### src/rtl/fnd_pkg.sv
// Shared types and constants for the FND scan controller and its BCD conversion engine.
package fnd_pkg;

  localparam int DIGITS     = 4;
  localparam int BIN_W      = 14;
  localparam int BCD_W      = 16;
  localparam int MAX_VALUE  = 9999;
  localparam int CONV_STEPS = 14;

  typedef enum logic [1:0] {
    IDLE   = 2'd0,
    CONV   = 2'd1,
    COMMIT = 2'd2
  } fsm_state_t;

  // Values beyond four decimal digits saturate to the largest displayable number.
  function automatic logic [BIN_W-1:0] clamp_value(input logic [BIN_W-1:0] value);
    return (value > BIN_W'(MAX_VALUE)) ? BIN_W'(MAX_VALUE) : value;
  endfunction

  function automatic logic [3:0] nibble_add3(input logic [3:0] nibble);
    return (nibble >= 4'd5) ? nibble + 4'd3 : nibble;
  endfunction

endpackage

### src/rtl/fnd_bin2bcd.sv
// Sequential double-dabble converter: one add-3/shift step per cycle, CONV_STEPS steps per start.
// done is high during the cycle whose edge performs the final shift; bcd is valid the cycle after.
module fnd_bin2bcd
  import fnd_pkg::*;
(
  input  logic             clk,
  input  logic             rst_n,
  input  logic             start,
  input  logic [BIN_W-1:0] bin,
  output logic             busy,
  output logic             done,
  output logic [BCD_W-1:0] bcd
);

  logic [BIN_W-1:0] bin_reg;
  logic [BCD_W-1:0] bcd_reg;
  logic [BCD_W-1:0] bcd_adj;
  logic [3:0]       cnt_reg;
  logic             busy_reg;

  for (genvar gi = 0; gi < DIGITS; gi++) begin : g_adj
    assign bcd_adj[gi*4 +: 4] = nibble_add3(bcd_reg[gi*4 +: 4]);
  end

  always_ff @(posedge clk or negedge rst_n) begin
    if (!rst_n) begin
      bin_reg  <= '0;
      bcd_reg  <= '0;
      cnt_reg  <= '0;
      busy_reg <= 1'b0;
    end else if (start && !busy_reg) begin
      bin_reg  <= bin;
      bcd_reg  <= '0;
      cnt_reg  <= '0;
      busy_reg <= 1'b1;
    end else if (busy_reg) begin
      {bcd_reg, bin_reg} <= {bcd_adj, bin_reg} << 1;
      cnt_reg            <= cnt_reg + 4'd1;
      if (cnt_reg == 4'(CONV_STEPS - 1)) busy_reg <= 1'b0;
    end
  end

  assign busy = busy_reg;
  assign done = busy_reg && (cnt_reg == 4'(CONV_STEPS - 1));
  assign bcd  = bcd_reg;

endmodule

### src/rtl/fnd_scan_controller.sv
// Load/convert/display sequencer and digit scanner for a 4-digit FND.
// Leading-zero blanking is built only when FND_LZ_BLANK_EN is defined.
module fnd_scan_controller
  import fnd_pkg::*;
#(
  parameter int unsigned SCAN_DIV = 100_000
) (
  input  logic             i_clk,
  input  logic             i_reset_n,
  input  logic [BIN_W-1:0] i_value,
  input  logic             i_load,
  output logic             o_busy,
  output logic [1:0]       o_digitSelect,
  output logic [3:0]       o_bcd,
  output logic             o_en
);

  localparam int PW = (SCAN_DIV > 1) ? $clog2(SCAN_DIV) : 1;

  fsm_state_t       state_reg, state_next;
  logic             start, commit;
  logic             eng_busy, eng_done;
  logic [BCD_W-1:0] eng_bcd;
  logic [BCD_W-1:0] display_reg;
  logic [PW-1:0]    presc_reg;
  logic [1:0]       scan_idx_reg;

  fnd_bin2bcd u_bin2bcd (
    .clk   (i_clk),
    .rst_n (i_reset_n),
    .start (start),
    .bin   (clamp_value(i_value)),
    .busy  (eng_busy),
    .done  (eng_done),
    .bcd   (eng_bcd)
  );

  always_ff @(posedge i_clk or negedge i_reset_n) begin
    if (!i_reset_n) state_reg <= IDLE;
    else            state_reg <= state_next;
  end

  // Leaving CONV on an idle engine is only a guard against an orphaned conversion.
  always_comb begin
    state_next = state_reg;
    case (state_reg)
      IDLE:    if (i_load) state_next = CONV;
      CONV:    if (eng_done || !eng_busy) state_next = COMMIT;
      COMMIT:  state_next = IDLE;
      default: state_next = IDLE;
    endcase
  end

  always_comb begin
    start  = 1'b0;
    commit = 1'b0;
    o_busy = 1'b1;
    case (state_reg)
      IDLE: begin
        o_busy = 1'b0;
        start  = i_load;
      end
      COMMIT:  commit = 1'b1;
      default: ;
    endcase
  end

  always_ff @(posedge i_clk or negedge i_reset_n) begin
    if (!i_reset_n)  display_reg <= '0;
    else if (commit) display_reg <= eng_bcd;
  end

  // Scan timing free-runs regardless of conversion activity.
  always_ff @(posedge i_clk or negedge i_reset_n) begin
    if (!i_reset_n) begin
      presc_reg    <= '0;
      scan_idx_reg <= '0;
    end else if (presc_reg == PW'(SCAN_DIV - 1)) begin
      presc_reg    <= '0;
      scan_idx_reg <= scan_idx_reg + 2'd1;
    end else begin
      presc_reg    <= presc_reg + PW'(1);
    end
  end

  assign o_digitSelect = scan_idx_reg;
  assign o_bcd         = display_reg[{scan_idx_reg, 2'b00} +: 4];

`ifdef FND_LZ_BLANK_EN
  logic [DIGITS-1:0] nz;
  logic [1:0]        msd;

  for (genvar gi = 0; gi < DIGITS; gi++) begin : g_nz
    assign nz[gi] = |display_reg[gi*4 +: 4];
  end

  // Position 0 is never blanked, so a zero display still shows one digit.
  always_comb begin
    msd = 2'd0;
    for (int i = 1; i < DIGITS; i++) begin
      if (nz[i]) msd = 2'(i);
    end
  end

  assign o_en = (scan_idx_reg <= msd);
`else
  assign o_en = 1'b1;
`endif

endmodule

### config.mk
export PLATFORM = sky130hd
export DESIGN_NAME = fnd_scan_controller
export DESIGN_NICKNAME = d
export VERILOG_FILES = /design/src/rtl/fnd_pkg.sv /design/src/rtl/fnd_bin2bcd.sv /design/src/rtl/fnd_scan_controller.sv
export SDC_FILE = /design/constraint.sdc
export NUM_CORES = 1
export LEC_CHECK = 0
export ABC_AREA = 1
export ABC_CLOCK_PERIOD_IN_PS = 3100
export CAP_MARGIN = 20
export CORE_UTILIZATION = 45
export DETAILED_ROUTE_END_ITERATION = 10
export DONT_BUFFER_PORTS = 1
export GPL_TIMING_DRIVEN = 0
export SYNTH_ARGS = -nofsm -noshare
export SYNTH_HDL_FRONTEND = slang
export SYNTH_SLANG_ARGS = --single-unit
### constraint.sdc
create_clock -name i_clk -period 3.1 [get_ports i_clk]
set_input_delay 0.62 -clock i_clk [delete_from_list [all_inputs] [get_ports i_clk]]
set_output_delay 0.62 -clock i_clk [all_outputs]
set_load 0.005 [all_outputs]
==> impl_metrics.env <==
export IMPL_path_class="flop to primary output"
export IMPL_setup_viol=0
export IMPL_seq_power_share_pct=40.7
export IMPL_detailedRoute_firstPassIterationCount=4
export IMPL_power_uw=3560
export IMPL_p_sw_uw=1300
export IMPL_synth_distinct_cells=29
export IMPL_dp_final_hpwl_mm=5.53
export IMPL_start_kind="flop"
export IMPL_synth_top_area_share_pct=47.6
export IMPL_floorplan_initialDensity_pct=46.3
export IMPL_netlist_instances=491
export IMPL_ys_seq_area_share_pct=47.6
export IMPL_skew_ns=0.0106
export IMPL_syn_area_per_cell_um2=7.71
export IMPL_syn2layout_area_growth_pct=10.9
export IMPL_layout_drive_gt1_share_pct=9.84
export IMPL_power_leakage_uw=0.00212
export IMPL_p_per_area_mw_per_mm2=848
export IMPL_die_h_um=93.7
export IMPL_synth_flop_cell="dfrtp_1"
export IMPL_grt_max_degree=73
export IMPL_synth_edf_count=0
export IMPL_die_area_mm2=0.00879
export IMPL_grt_pass1_wl_mm=13.9
export IMPL_syn_num_nets=519
export IMPL_cts_root_buffer="clkbuf_8"
export IMPL_rows=33
export IMPL_internal_power_uw=2260
export IMPL_grtUsageTotal_pct=20.7
export IMPL_r2r_slack_ns=1.69
export IMPL_worstPathRequired_ns=2.48
export IMPL_rsz0062_at_grt="false"
export IMPL_drc=0
export IMPL_grt_pass1_vias=2905
export IMPL_fillerInstances=797
export IMPL_antenna_found_initial=0
export IMPL_cts_clk_slew_worst_paths_ns=0.08
export IMPL_vias=3055
export IMPL_clk_latency_ns=0.34
export IMPL_yosys_area_top_type="dfrtp_1"
export IMPL_ys_top_cells_by_area="dfrtp_1 (48%), nand2_1 (13%), inv_1 (6.9%)"
export IMPL_combPwrFrac_pct=33.1
export IMPL_cts_htree_levels=3
export IMPL_synthMuxAreaShare_pct=0
export IMPL_outcome="complete, no violations"
export IMPL_min_period_over_period_pct=63.1
export IMPL_antenna_cells=0
export IMPL_synth_compound_area_share_pct=10.6
export IMPL_synth_simple_gate_area_share_pct=26.1
export IMPL_synth_fa_ha_area_share_pct=3.63
export IMPL_ir_drop_v=0.000421
export IMPL_synth_top_family_by_area="simple AND/OR/NAND/NOR gates"
export IMPL_wirelength_mm=8.02
export IMPL_async_reset_ff_share_pct=100
export IMPL_period_needed_ns=1.96
export IMPL_numCtsBuffers=9
export IMPL_switching_share_pct=36.6
export IMPL_fmax_mhz=511
export IMPL_ys_seq_elements=72
export IMPL_synth_warnings=0
export IMPL_core_area_mm2=0.00818
export IMPL_netlist_area_mm2=0.00379
export IMPL_antenna_left=0
export IMPL_drv_slew=0
export IMPL_die_x_um=93.7
export IMPL_detail_route_vias_per_cell=4.98
export IMPL_clkPwrFrac_pct=26.2
export IMPL_post_cts_setup_buffers=0
export IMPL_clock_sinks=72
export IMPL_worstHoldPathType="primary input to asynchronous set/reset pin"
export IMPL_crit_fanout=9
export IMPL_grt_overflow=0
export IMPL_cap_violations=0
export IMPL_setup_tns_ns=0
export IMPL_synth_xor_area_share_pct=2.54
export IMPL_first_iter_violations=196
export IMPL_final_nets=531
export IMPL_end_kind="primary output"
export IMPL_pin_count=25
export IMPL_wl_per_cell_um=13.1
export IMPL_largest_reg_flops=17
export IMPL_gp_congestion=0.852
export IMPL_cts_tree="built"
export IMPL_finalHoldViolCount=0
export IMPL_clockBufferDepth=2
export IMPL_cp_data_arrival_time_ns=1.34
export IMPL_port_buffers=0
[power groups by stage]
stage          clock (uW)  combinational [uW]  sequential (uW)
6_report              934                1180             1450
2_1_floorplan           0                 907             1410
3_5_place_dp            0                1160             1460
5_1_grt              1010                1410             1490
4_1_cts               961                1190             1450
3_3_place_gp            0                1120             1450
[kinds of logic after synthesis]
group,Yosys count
adders and majority gates,11
DFF,72
buffers and inverters,91
AOI/OAI and AO/OA,74
xor gates and xnor gates,11
other,1
and+or+nand+nor,231
[cells in the mapped netlist (4+ instances only)]
cell type,number
buf_2,8
o21ai_0,46
nor2_2,7
o22ai_1,18
inv_1,70
nor2_1,51
nand2_1,134
nand2_2,5
ha_1,11
nand3_1,21
nand4_1,6
a21oi_1,4
xor2_1,10
inv_2,7
dfrtp_1,72
[final cells by class]
class                   count  area (um^2)  share of cell area [%]
flip-flops and latches     72         1800                    42.9
multi-input cells         328         1630                    38.7
inverters                  79          297                    7.06
clock buffers              12          155                    3.69
well taps                 105          131                    3.13
clock inverters             4         98.8                    2.35
plain buffers              12         62.6                    1.49
repair buffers              1         27.5                   0.655
[worst paths after layout]
path / start / end / cells after the start
worst max-delay path: o_digitSelect[0] / o_bcd[1] / 3
worst min-delay path: i_reset_n / o_digitSelect[0] / 1
worst max register to register: presc_reg[1] / presc_reg[11] / 8
worst min register to register: display_reg[11] / display_reg[11] / 2
max in group asynchronous: i_reset_n / u_bin2bcd.bcd[4] / 1
min in group i_clk: i_value[4] / u_bin2bcd.bin_reg[4] / 2
[per-stage QoR]
step	hold WS [ns]	std cells	setup slack [ns]	utilization (%)	area, um^2
6_report	0.150	613	1.14	51.4	4200
5_1_grt	0.169	613	1.06	51.4	4200
3_3_place_gp	0.326	596	1.52	47.9	3920
4_1_cts	0.172	613	1.11	51.4	4200
3_5_place_dp	0.326	596	1.50	47.9	3920
2_1_floorplan	0.324	491	1.68	-	3790
[worst max-delay path, cell delays in order, from the launching register on]
cell     delay, ns
dfrtp_1       0.40
inv_1         0.23
o21ai_0       0.13
o22ai_1       0.23
[cells in the final DEF, fill, tap and decap left out, drive strengths merged]
cell	netlist	layout
buf	10	11
and3	1	1
inv	77	78
nand2	139	139
bufinv	0	3
xnor2	1	1
o31ai	1	1
clkinv	2	2
xor2	10	10
nand3b	1	1
o22ai	18	18
nor2	61	61
a21oi	4	4
nand3	23	23
clkbuf	2	14
ha	11	11
conb	1	1
dfrtp	72	72
nand4	6	6
o221ai	1	1
o21ai	49	49
o211ai	1	1
[layer usage]
metal	share of wire [%]	vias to the layer above	track usage, %	wire [um]
met5	0	-	0	0
met4	0.55	0	8.08	44
met3	4.0	2	3.40	324
met2	47	55	32.1	3740
met1	49	1435	28.7	3910
li1	-	1563	-	-
[timing repair]
item / in CTS / in global routing
hold endpoints to repair: 72 / 0
resized for setup: 0 / 0
hold buffers: 1 / 0
(Power assumes the default switching activity.)
